File: src/rtl/square_wave_analyzer.sv
// Measures high time, low time and period of an asynchronous square wave in clk cycles.
// One measurement per full input period, plus edge strobes and lock/timeout status.
module square_wave_analyzer #(
   parameter int CNT_W       = 16,
   parameter int SYNC_STAGES = 2
) (
   input  logic             clk,
   input  logic             rst_n,
   input  logic             sig_in,
   input  logic             enable,
   output logic             rise_pulse,
   output logic             fall_pulse,
   output logic [CNT_W-1:0] high_cnt,
   output logic [CNT_W-1:0] low_cnt,
   output logic [CNT_W:0]   period,
   output logic             meas_valid,
   output logic             locked,
   output logic             timeout
);

   localparam logic [CNT_W-1:0] CNT_MAX = '1;
   localparam logic [CNT_W-1:0] CNT_ONE = CNT_W'(1);

   typedef enum logic [1:0] {
      IDLE      = 2'd0,
      WAIT_RISE = 2'd1,
      MEAS_HIGH = 2'd2,
      MEAS_LOW  = 2'd3
   } state_t;

   state_t                 state_q, state_d;
   logic [SYNC_STAGES-1:0] sync_q, sync_d;
   logic                   prev_q, prev_d;
   logic [CNT_W-1:0]       hcnt_q, hcnt_d;
   logic [CNT_W-1:0]       lcnt_q, lcnt_d;
   logic [CNT_W-1:0]       high_cnt_q, high_cnt_d;
   logic [CNT_W-1:0]       low_cnt_q, low_cnt_d;
   logic [CNT_W:0]         period_q, period_d;
   logic                   rise_pulse_q, rise_pulse_d;
   logic                   fall_pulse_q, fall_pulse_d;
   logic                   meas_valid_q, meas_valid_d;
   logic                   locked_q, locked_d;
   logic                   timeout_q, timeout_d;

   logic s_sync;
   logic rise_cyc;
   logic fall_cyc;

   assign s_sync   = sync_q[SYNC_STAGES-1];
   assign rise_cyc = s_sync & ~prev_q;
   assign fall_cyc = ~s_sync & prev_q;

   always_comb begin
      sync_d       = {sync_q[SYNC_STAGES-2:0], sig_in};
      prev_d       = s_sync;
      state_d      = state_q;
      hcnt_d       = hcnt_q;
      lcnt_d       = lcnt_q;
      high_cnt_d   = high_cnt_q;
      low_cnt_d    = low_cnt_q;
      period_d     = period_q;
      rise_pulse_d = rise_cyc;
      fall_pulse_d = fall_cyc;
      meas_valid_d = 1'b0;
      locked_d     = locked_q;
      timeout_d    = 1'b0;

      // Disable beats saturation, which beats edges; measurement outputs hold.
      if (!enable) begin
         state_d  = IDLE;
         hcnt_d   = '0;
         lcnt_d   = '0;
         locked_d = 1'b0;
      end else begin
         case (state_q)
            IDLE: begin
               hcnt_d  = '0;
               lcnt_d  = '0;
               state_d = WAIT_RISE;
            end
            WAIT_RISE: begin
               if (rise_cyc) begin
                  hcnt_d  = CNT_ONE;
                  state_d = MEAS_HIGH;
               end
            end
            MEAS_HIGH: begin
               if (hcnt_q == CNT_MAX) begin
                  timeout_d = 1'b1;
                  locked_d  = 1'b0;
                  hcnt_d    = '0;
                  lcnt_d    = '0;
                  state_d   = WAIT_RISE;
               end else if (fall_cyc) begin
                  lcnt_d  = CNT_ONE;
                  state_d = MEAS_LOW;
               end else begin
                  hcnt_d = hcnt_q + CNT_ONE;
               end
            end
            MEAS_LOW: begin
               if (lcnt_q == CNT_MAX) begin
                  timeout_d = 1'b1;
                  locked_d  = 1'b0;
                  hcnt_d    = '0;
                  lcnt_d    = '0;
                  state_d   = WAIT_RISE;
               end else if (rise_cyc) begin
                  high_cnt_d   = hcnt_q;
                  low_cnt_d    = lcnt_q;
                  period_d     = {1'b0, hcnt_q} + {1'b0, lcnt_q};
                  meas_valid_d = 1'b1;
                  locked_d     = 1'b1;
                  hcnt_d       = CNT_ONE;
                  state_d      = MEAS_HIGH;
               end else begin
                  lcnt_d = lcnt_q + CNT_ONE;
               end
            end
            default: state_d = IDLE;
         endcase
      end
   end

   always_ff @(posedge clk) begin
      if (!rst_n) begin
         state_q      <= IDLE;
         sync_q       <= '0;
         prev_q       <= 1'b0;
         hcnt_q       <= '0;
         lcnt_q       <= '0;
         high_cnt_q   <= '0;
         low_cnt_q    <= '0;
         period_q     <= '0;
         rise_pulse_q <= 1'b0;
         fall_pulse_q <= 1'b0;
         meas_valid_q <= 1'b0;
         locked_q     <= 1'b0;
         timeout_q    <= 1'b0;
      end else begin
         state_q      <= state_d;
         sync_q       <= sync_d;
         prev_q       <= prev_d;
         hcnt_q       <= hcnt_d;
         lcnt_q       <= lcnt_d;
         high_cnt_q   <= high_cnt_d;
         low_cnt_q    <= low_cnt_d;
         period_q     <= period_d;
         rise_pulse_q <= rise_pulse_d;
         fall_pulse_q <= fall_pulse_d;
         meas_valid_q <= meas_valid_d;
         locked_q     <= locked_d;
         timeout_q    <= timeout_d;
      end
   end

   assign rise_pulse = rise_pulse_q;
   assign fall_pulse = fall_pulse_q;
   assign high_cnt   = high_cnt_q;
   assign low_cnt    = low_cnt_q;
   assign period     = period_q;
   assign meas_valid = meas_valid_q;
   assign locked     = locked_q;
   assign timeout    = timeout_q;

endmodule

File: config.mk
export PLATFORM = sky130hd
export DESIGN_NAME = square_wave_analyzer
export DESIGN_NICKNAME = d
export VERILOG_FILES = /design/src/rtl/square_wave_analyzer.sv
export SDC_FILE = /design/constraint.sdc
export NUM_CORES = 1
export LEC_CHECK = 0
export ABC_AREA = 0
export BUFFER_PORTS_ARGS = -buffer_cell sky130_fd_sc_hd__buf_2
export CORE_ASPECT_RATIO = 1.75
export CORE_MARGIN = 2
export CORE_UTILIZATION = 50
export DETAILED_ROUTE_END_ITERATION = 16
export GPL_TIMING_DRIVEN = 0
export PLACE_DENSITY_LB_ADDON = 0.05
export SYNTH_ARGS = -nofsm -noshare
export SYNTH_HDL_FRONTEND = slang
export SYNTH_SLANG_ARGS = --single-unit
File: constraint.sdc
create_clock -name clk -period 3.62 [get_ports clk]
set_input_delay 0.724 -clock clk [delete_from_list [all_inputs] [get_ports clk]]
set_output_delay 0.724 -clock clk [all_outputs]
set_load 0.05 [all_outputs]
==> summary.txt, run 1 <==
status = finished, final reports clean
Setup CP Type = reg2reg
Hold Slack = 0.444 ns
PD cells = 372 mW/mm2
Post-DP Area = 0.00506 mm2
Worst Skew = 0.00623 ns
global-route wire length before repair = 23100 um
CTS Buf Count = 9
largest net degree at the start of global routing = 19
Min-Delay Path Class = reg2reg
Pwr Total = 1.99 mW
Seq cells post-synth = 91
Leak Pwr = 2.13 nW
Final nets = 673
pins over their slew limit = 0
die height = 131 um
final instance area = 0.00536 mm2
post-synth top area share = 39.4%
per-cell routed wire length = 18.5 um
Seq/Total Area, Yosys = 39.4%
most area-hungry cell type in the Yosys netlist = dfxtp_1
RSZ-0062 raised after global routing = no
fraction of registers with async set/reset = 0%
Mean Syn Cell Area = 7.95 um2
Initial Util = 51.2%
Fmax = 355 MHz
Final Hold Viols = 0
combinational fraction of design power = 3.2%
DRT iter0 DRCs = 301
clk buf depth = 2
post-cts sizing count = 0
Max stage delay cell, worst path = dfxtp_1
Setup crit end kind = flip-flop
H-tree levels = 3
Final ANT Viol Nets = 0
Netlist Area Pre-Place = 0.00463 mm2
CP peak stage delay = 0.63 ns
# IOs = 58
Main synth FF type = dfxtp_1
Clk Latency, worst-skew pair = 0.35 ns
post-synth net total = 605
Yosys Warn Count = 0
Tcrit/Tclk final = 77.7%
peak supply drop = 0.313 mV
Critical Path RT = 3.90 ns
Inserted Diodes = 0
switching share of power = 24.6%
Port Buffers = 57
Switch Pwr = 489 uW
Hold-fix buffers, CTS = 0
CP Launch Type = flip-flop
area delta synth->final = 15.7%
Core Region = 0.00904 mm2
critical-path cell list = ha_1 -> nand3_1 -> o2111ai_1 -> buf_2 -> buf_2 -> nand2_1 -> a21oi_1
Worst EP arrival = 3.09 ns
measured slew at the worst slew-check pin = 0.679 ns
worst-path fanout max = 10
FP Rows = 46
post-layout min period = 2.81 ns
HPWL Detailed = 11100 um
DR vias/cell = 6.03
P_int = 1.50 mW
GR Overflow Total = 0
CP dominant cell by count = buf_2
number of synthesized flops with an enable pin = 0
GPL Wtd Cong = 0.982
vias in the first global route = 4547
die area = 0.0101 mm2
die width = 76.7 um
clk root buf = clkbuf_16
post-CTS setup repair buffer count = 0
Remaining DRCs = 0
Mapped Cells = 582
clk slew on worst S/H paths = 0.07 ns
vias after detailed routing = 4677
max-cap viol count = 0
clk sink count = 91
final wirelength = 14300 um
CTS tree = yes
Pre-Repair DR Iteration Count = 5
clock power share = 46.3%
count of cell types in the netlist = 62
part of the power in registers = 50.6%
CP top delay family = compound AO/OA/AOI/OAI gates
initial antenna violation count = 0
final setup violation count = 0
CP Buf/Inv Count = 2
largest cells by area after synthesis = dfxtp_1 (39%), a21oi_1 (9.0%), nand2_1 (8.5%)
All-Layer GR Usage = 29.2%
Worst slew margin = 54.2%
layout cells sized above 1 = 14.2%
final setup TNS = 0 ns
-- flip-flops by register name, indices dropped and copies added, names as in the netlist, 2 cells and up --
| signal | count |
|---|---|
| lcnt_q | 16 |
| state_q | 2 |
| sync_q | 2 |
| high_cnt | 16 |
| hcnt_q | 16 |
| low_cnt | 16 |
| period | 17 |
-- metal layers --
metal / global-route usage (%) / vias to the layer above / wire length (um)
met4: 15.1 / 0 / 599
met2: 54.8 / 155 / 7810
met3: 4.88 / 35 / 594
li1: - / 2285 / -
met1: 30.1 / 2202 / 5310
met5: 0 / - / 0
-- metrics by stage --
| step | util, % | instances | worst slack (ns) |
|---|---|---|---|
| after floorplan | - | 582 | 1.37 |
| after global placement | 56.1 | 759 | 0.807 |
| after detailed placement | 56.1 | 759 | 0.781 |
| after CTS | 59.3 | 775 | 0.857 |
| after global routing | 59.3 | 775 | 0.655 |
| final | 59.3 | 775 | 0.806 |
-- cell usage in the layout (no fill, tap or decap), drive strengths merged, types with 4 or more instances in the layout --
cell type and n:
and3 12, a211oi 13, a21oi 84, nor4 5
or4 4, nand4 12, clkbuf 29, nor3 11
o21ai 29, or3 10, o211ai 7, nand2 105
nand3 26, a21o 14, xnor2 8, and2 7
a31oi 10, nor2b 4, and4 4, ha 18
dfxtp 91, nor2 34, buf 65, inv 9
-- cell type report --
cell class,instances,area (um2)
clock inverters,7,67.6
fillers,884,3680
clock buffers,9,225
multi-input cells,458,2680
well taps,120,150
plain buffers,28,114
inverters,5,18.8
repair buffers,57,285
flip-flops and latches,91,1820
-- worst paths after layout --
kind                                        startpoint                        to  slack [ns]  depth (start not counted)
worst max-delay path            lcnt_q[1]$_SDFFE_PN0P_  high_cnt[6]$_SDFFE_PN0P_        0.81                          7
worst min-delay path              sync_q[0]$_SDFF_PN0_      sync_q[1]$_SDFF_PN0_        0.44                          1
worst min register to register    sync_q[0]$_SDFF_PN0_      sync_q[1]$_SDFF_PN0_        0.44                          1
worst max register to register  lcnt_q[1]$_SDFFE_PN0P_  high_cnt[6]$_SDFFE_PN0P_        0.81                          7
-- power groups by stage --
stage | Combinational (mW) | Sequential [mW] | Clock, mW
after detailed placement | 0.0614 | 1.03 | 0
after global routing | 0.0683 | 1.01 | 0.983
final | 0.0631 | 1.01 | 0.922
after global placement | 0.0609 | 1.03 | 0
after CTS | 0.0616 | 1.01 | 0.939
after floorplan | 0.0389 | 1.03 | 0
-- synthesized netlist by cell type (all sizes together), types with 2 or more instances --
| cell | instances |
|---|---|
| o2111ai | 3 |
| nand4 | 12 |
| or4 | 4 |
| o221a | 2 |
| inv | 5 |
| a41oi | 2 |
| nor3 | 11 |
| nand3 | 26 |
| ha | 18 |
| or3 | 10 |
| nor2 | 34 |
| o211ai | 7 |
| o31ai | 2 |
| a21oi | 84 |
| a31o | 2 |
| a21o | 14 |
| and3 | 12 |
| nor2b | 4 |
| nand2 | 105 |
| o22ai | 2 |
| o21a | 2 |
| xnor2 | 8 |
| a311oi | 2 |
| a31oi | 10 |
| buf | 8 |
| a211oi | 13 |
| and4 | 4 |
| nor4 | 5 |
| clkbuf | 20 |
| and2 | 7 |
| dfxtp | 91 |
| o21ai | 29 |
| o221ai | 3 |
| nand2b | 3 |
-- cells by family after synthesis --
logic type,count (synthesis),share of synthesized area (%)
simple gates,241,25.5
fa+ha+maj,19,5.30
buf+inv,33,2.86
xor+xnor,9,1.70
compound gates,189,25.3
flops,91,39.4
Note: power is estimated with default switching activity, not from simulation.
==> run 2, diff against run 1 <==
==> constraint.sdc (replaced) <==
create_clock -name clk -period 2.9 [get_ports clk]
set_input_delay 0.58 -clock clk [delete_from_list [all_inputs] [get_ports clk]]
set_output_delay 0.58 -clock clk [all_outputs]
set_load 0.05 [all_outputs]
==> run 2 against run 1 <==
Effect of this change:
- clock skew hardly changed
- routed wire length rose by 0.38%
- clock power rose by 25%
- critical path depth rose by 1
- register-to-register slack got worse by 0.62 ns
- non-clock buffer count is the same
- largest cell class unchanged
- cell area grew 0.28%
- sequential share of layout area down 0.095 points
- cell count is the same
- hold slack worse by 0.0036 ns
==> summary.txt, run 2 (synthesis gave the netlist of run 1 again) <==
peak supply drop = 0.390 mV (was 0.313 mV)
max-cap viol count = 0 (unchanged)
clk buf depth = 2 (unchanged)
measured slew at the worst slew-check pin = 0.673 ns (was 0.679 ns)
Final nets = 673 (unchanged)
CTS tree = yes (unchanged)
RSZ-0062 raised after global routing = no (unchanged)
final wirelength = 14400 um (was 14300 um)
DRT iter0 DRCs = 255 (was 301)
# IOs = 58 (unchanged)
Setup crit end kind = flip-flop (unchanged)
Worst EP arrival = 2.97 ns (was 3.09 ns)
per-cell routed wire length = 18.5 um (about the same)
FP Rows = 46 (unchanged)
All-Layer GR Usage = 29.2% (unchanged)
Tcrit/Tclk final = 93.6% (was 77.7%)
final setup violation count = 0 (unchanged)
Final Hold Viols = 0 (unchanged)
layout cells sized above 1 = 14.7% (was 14.2%)
Critical Path RT = 3.16 ns (was 3.90 ns)
Clk Latency, worst-skew pair = 0.35 ns (about the same)
Core Region = 0.00904 mm2 (unchanged)
final setup TNS = 0 ns (unchanged)
die area = 0.0101 mm2 (unchanged)
H-tree levels = 3 (unchanged)
die width = 76.7 um (unchanged)
CP Launch Type = flip-flop (unchanged)
Final ANT Viol Nets = 0 (unchanged)
PD cells = 463 mW/mm2 (was 372 mW/mm2)
die height = 131 um (unchanged)
initial antenna violation count = 0 (unchanged)
Leak Pwr = 2.13 nW (about the same)
Remaining DRCs = 0 (unchanged)
Port Buffers = 57 (unchanged)
Worst Skew = 0.00627 ns (was 0.00623 ns)
clk slew on worst S/H paths = 0.07 ns (about the same)
Pre-Repair DR Iteration Count = 5 (unchanged)
GPL Wtd Cong = 0.982 (unchanged)
Inserted Diodes = 0 (unchanged)
CTS Buf Count = 9 (unchanged)
vias after detailed routing = 4661 (was 4677)
post-layout min period = 2.71 ns (was 2.81 ns)
status = finished, final reports clean (unchanged)
worst-path fanout max = 9 (was 10)
commonest cells after routing, fill and taps aside = nand2_1 (105), dfxtp_1 (91), a21oi_1 (82) (was nand2_1 (105), dfxtp_1 (91), a21oi_1 (83))
max FFs per register = 17 (unchanged)
DP Cell Count = 759 (unchanged)
commonest non-fill, non-tap cell in the layout = nand2_1 (unchanged)
area delta synth->final = 16.1% (was 15.7%)
pins over their slew limit = 0 (unchanged)
global-route wire length before repair = 23100 um (unchanged)
GR Overflow Total = 0 (unchanged)
clk sink count = 91 (unchanged)
Worst slew margin = 54.7% (was 54.2%)
Setup CP Type = reg2reg (unchanged)
Fmax = 369 MHz (was 355 MHz)
non-filler cells, final = 775 (unchanged)
DR vias/cell = 6.01 (was 6.03)
clk root buf = clkbuf_16 (unchanged)
Initial Util = 51.2% (unchanged)
HPWL Detailed = 11100 um (unchanged)
vias in the first global route = 4547 (unchanged)
Min-Delay Path Class = in2reg (was reg2reg)
largest net degree at the start of global routing = 19 (unchanged)
[run 2: cell counts in the layout (fill, tap and decap cells not counted)]
Identical to the previous run, type by type.
[run 2: worst paths after layout]
path                              to  slack [ns]                    from  depth (start not counted)
max reg2reg  period[12]$_SDFFE_PN0P_        0.19  lcnt_q[0]$_SDFFE_PN0P_                          8
min reg2reg     sync_q[1]$_SDFF_PN0_        0.44    sync_q[0]$_SDFF_PN0_                          1
min             sync_q[0]$_SDFF_PN0_        0.44                  sig_in                          2
max          period[12]$_SDFFE_PN0P_        0.19  lcnt_q[0]$_SDFFE_PN0P_                          8
[run 2: layout make-up]
class | count | area (um2)
buffer | 28 | 114
clock buffer | 9 | 225
clock inverter | 7 | 67.6
fill | 881 | 3660
inverter | 5 | 18.8
multi-input combinational | 458 | 2690
sequential | 91 | 1820
tap | 120 | 150
timing repair buffer | 57 | 285
[run 2: what timing repair did]
item / 4_1_cts / 5_1_grt
resized for setup: 0 / 3
buffers inserted: 0 / 0
hold buffers: 0 / 0
setup endpoints to repair: 0 / 38
[run 2: per-stage QoR]
stage	total power, mW	util (%)	setup WS, ns	hold WS [ns]	cell area [um2]
CTS	2.51	59.3	0.137	0.437	5360
global route	2.57	59.5	0.0730	0.457	5370
floorplan	1.33	-	0.649	0.412	4630
detailed placement	1.36	56.1	0.155	0.435	5060
finish	2.49	59.5	0.187	0.440	5370
global placement	1.36	56.1	0.208	0.424	5060
[run 2: critical path, cell delays in order (launching register included)]
cell and delay [ns]:
dfxtp_1 0.61, ha_1 0.27, fa_1 0.22, a21o_1 0.13, a21oi_1 0.10, o21ai_0 0.38
a31oi_1 0.18, or3b_2 0.46, a311oi_1 0.25
[run 2: power by group]
group / internal, mW / switching (mW) / total (mW)
registers: 1.25 / 0.00460 / 1.26
logic: 0.0185 / 0.0607 / 0.0792
clock network: 0.605 / 0.548 / 1.15
[run 2: metal layers]
layer	wire [um]	track usage, %	up-vias
li1	-	-	2286
met1	5450	30.1	2194
met2	7790	54.8	145
met3	533	4.88	36
met4	591	15.1	0
met5	0	0	-
==> run 3, diff against run 2 <==
--- a/config.mk
+++ b/config.mk
@@ -6,11 +6,11 @@
 export NUM_CORES = 1
 export LEC_CHECK = 0
 export ABC_AREA = 0
-export BUFFER_PORTS_ARGS = -buffer_cell sky130_fd_sc_hd__buf_2
 export CORE_ASPECT_RATIO = 1.75
 export CORE_MARGIN = 2
 export CORE_UTILIZATION = 50
 export DETAILED_ROUTE_END_ITERATION = 16
+export DONT_BUFFER_PORTS = 1
 export GPL_TIMING_DRIVEN = 0
 export PLACE_DENSITY_LB_ADDON = 0.05
 export SYNTH_ARGS = -nofsm -noshare
==> run 3 against run 2 <==
Effect of this change:
- power is 2.7% higher
- cell count is 7.4% lower
- combinational power is 6.4% lower
- critical path type unchanged
==> summary.txt, run 3 (synthesis gave the netlist of run 1 again) <==
crit path capture = hcnt_q[15]$_SDFFE_PN0P_ (was period[12]$_SDFFE_PN0P_)
commonest non-fill, non-tap cell in the layout = nand2_1 (unchanged)
DP Cell Count = 702 (was 759)
Final ANT Viol Nets = 0 (unchanged)
CTS tree = yes (unchanged)
Min-Delay Path Class = in2reg (unchanged)
FP Rows = 46 (unchanged)
measured slew at the worst slew-check pin = 0.742 ns (was 0.673 ns)
Final nets = 616 (was 673)
GR Overflow Total = 0 (unchanged)
non-filler cells, final = 718 (was 775)
worst slack, placed = 0.0799 ns (was 0.155 ns)
per-cell routed wire length = 19.8 um (was 18.5 um)
final setup violation count = 0 (unchanged)
DR vias/cell = 6.27 (was 6.01)
post-layout min period = 2.70 ns (was 2.71 ns)
vias after detailed routing = 4505 (was 4661)
DRT iter0 DRCs = 278 (was 255)
worst-path fanout max = 10 (was 9)
peak supply drop = 0.367 mV (was 0.390 mV)
final wirelength = 14200 um (was 14400 um)
Worst slew margin = 50.5% (was 54.7%)
Port Buffers = 0 (was 57)
Clk Latency, worst-skew pair = 0.35 ns (about the same)
Pwr Total = 2.56 mW (was 2.49 mW)
GPL Wtd Cong = 0.963 (was 0.982)
commonest cells after routing, fill and taps aside = nand2_1 (105), dfxtp_1 (91), a21oi_1 (82) (unchanged)
Worst EP arrival = 2.92 ns (was 2.97 ns)
vias in the first global route = 4470 (was 4547)
max-cap viol count = 0 (unchanged)
Filler cells = 895 (was 881)
Inserted Diodes = 0 (unchanged)
global-route wire length before repair = 22800 um (was 23100 um)
layout cells sized above 1 = 6.35% (was 14.7%)
PD cells = 501 mW/mm2 (was 463 mW/mm2)
die height = 131 um (unchanged)
pins over their slew limit = 0 (unchanged)
largest net degree at the start of global routing = 17 (was 19)
reg2reg path depth = 8 (unchanged)
RSZ-0062 raised after global routing = no (unchanged)
CTS Buf Count = 9 (unchanged)
clk buf depth = 2 (unchanged)
clk slew on worst S/H paths = 0.06 ns (was 0.07 ns)
area delta synth->final = 10.1% (was 16.1%)
Initial Util = 51.2% (unchanged)
R2R Setup Slk = 0.20 ns (was 0.19 ns)
die area = 0.0101 mm2 (unchanged)
Setup CP Type = reg2reg (unchanged)
Final Hold Viols = 0 (unchanged)
clk sink count = 91 (unchanged)
Leak Pwr = 1.83 nW (was 2.13 nW)
reg2reg start = hcnt_q[0]$_SDFFE_PN0P_ (was lcnt_q[0]$_SDFFE_PN0P_)
Worst Skew = 0.00582 ns (was 0.00627 ns)
Remaining DRCs = 0 (unchanged)
HPWL Detailed = 10800 um (was 11100 um)
Critical Path RT = 3.12 ns (was 3.16 ns)
reg-to-reg critical path endpoint = hcnt_q[15]$_SDFFE_PN0P_ (was period[12]$_SDFFE_PN0P_)
final instance area = 0.00510 mm2 (was 0.00537 mm2)
H-tree levels = 3 (unchanged)
Fmax = 370 MHz (was 369 MHz)
Worst Setup SP = hcnt_q[0]$_SDFFE_PN0P_ (was lcnt_q[0]$_SDFFE_PN0P_)
# IOs = 58 (unchanged)
max FFs per register = 17 (unchanged)
All-Layer GR Usage = 28.7% (was 29.2%)
die width = 76.7 um (unchanged)
clk root buf = clkbuf_16 (unchanged)
Post-DP Area = 0.00478 mm2 (was 0.00506 mm2)
Setup crit end kind = flip-flop (unchanged)
CP Launch Type = flip-flop (unchanged)
Pre-Repair DR Iteration Count = 5 (unchanged)
status = finished, final reports clean (unchanged)
initial antenna violation count = 0 (unchanged)
Tcrit/Tclk final = 93.1% (was 93.6%)
Core Region = 0.00904 mm2 (unchanged)
final setup TNS = 0 ns (unchanged)
Hold-fix buffers, CTS = 0 (unchanged)
setup ws final = 0.199 ns (was 0.187 ns)
[run 3: layer usage]
metal  part of all wire, %  vias up  track usage (%)  wire length (um)
met5                     0        -                0                 0
met4                   4.9        0             18.1               699
met3                   5.3       54             5.22               752
met2                    52      166             50.7              7450
met1                    37     2113             30.7              5320
li1                      -     2172                -                 -
[run 3: final cells by class]
class | instances | area (um2) | share of cell area, %
tap | 120 | 150 | 2.94
inverter | 5 | 18.8 | 0.368
multi-input combinational | 458 | 2690 | 52.7
clock buffer | 10 | 239 | 4.69
sequential | 91 | 1820 | 35.7
buffer | 28 | 114 | 2.23
clock inverter | 6 | 70.1 | 1.37
[run 3: what timing repair did]
item / CTS / global route
resized for setup: 0 / 3
endpoints found under the setup margin: 0 / 42
setup buffers: 0 / 0
[run 3: stage by stage]
stage	hold slack, ns	utilization, %
after floorplan	0.412	-
after global placement	0.423	52.9
after detailed placement	0.443	52.9
after CTS	0.362	56.3
after global routing	0.383	56.4
final	0.362	56.4
[run 3: where the power goes]
| group | internal [mW] | total, mW | switching (mW) |
|---|---|---|---|
| combinational | 0.0165 | 0.0741 | 0.0576 |
| sequential | 1.25 | 1.26 | 0.00663 |
| clock | 0.700 | 1.22 | 0.523 |
| total | 1.97 | 2.56 | 0.588 |
[run 3: worst max-delay path: stages (launching register included)]
cell and delay (ns):
dfxtp_1 0.50, ha_1 0.25, nand2_1 0.15, or3_1 0.47, o21ai_1 0.29, clkbuf_1 0.48, nor3_1 0.19, a21oi_1 0.19
a31oi_1 0.05
[run 3: worst min path at each step]
stage | from | endpoint | cells after the start
detailed placement | sync_q[0]$_SDFF_PN0_ | sync_q[1]$_SDFF_PN0_ | 1
global route | sig_in | sync_q[0]$_SDFF_PN0_ | 1
finish | sig_in | sync_q[0]$_SDFF_PN0_ | 1
global placement | sync_q[0]$_SDFF_PN0_ | sync_q[1]$_SDFF_PN0_ | 1
CTS | sig_in | sync_q[0]$_SDFF_PN0_ | 1
floorplan | sync_q[0]$_SDFF_PN0_ | sync_q[1]$_SDFF_PN0_ | 1
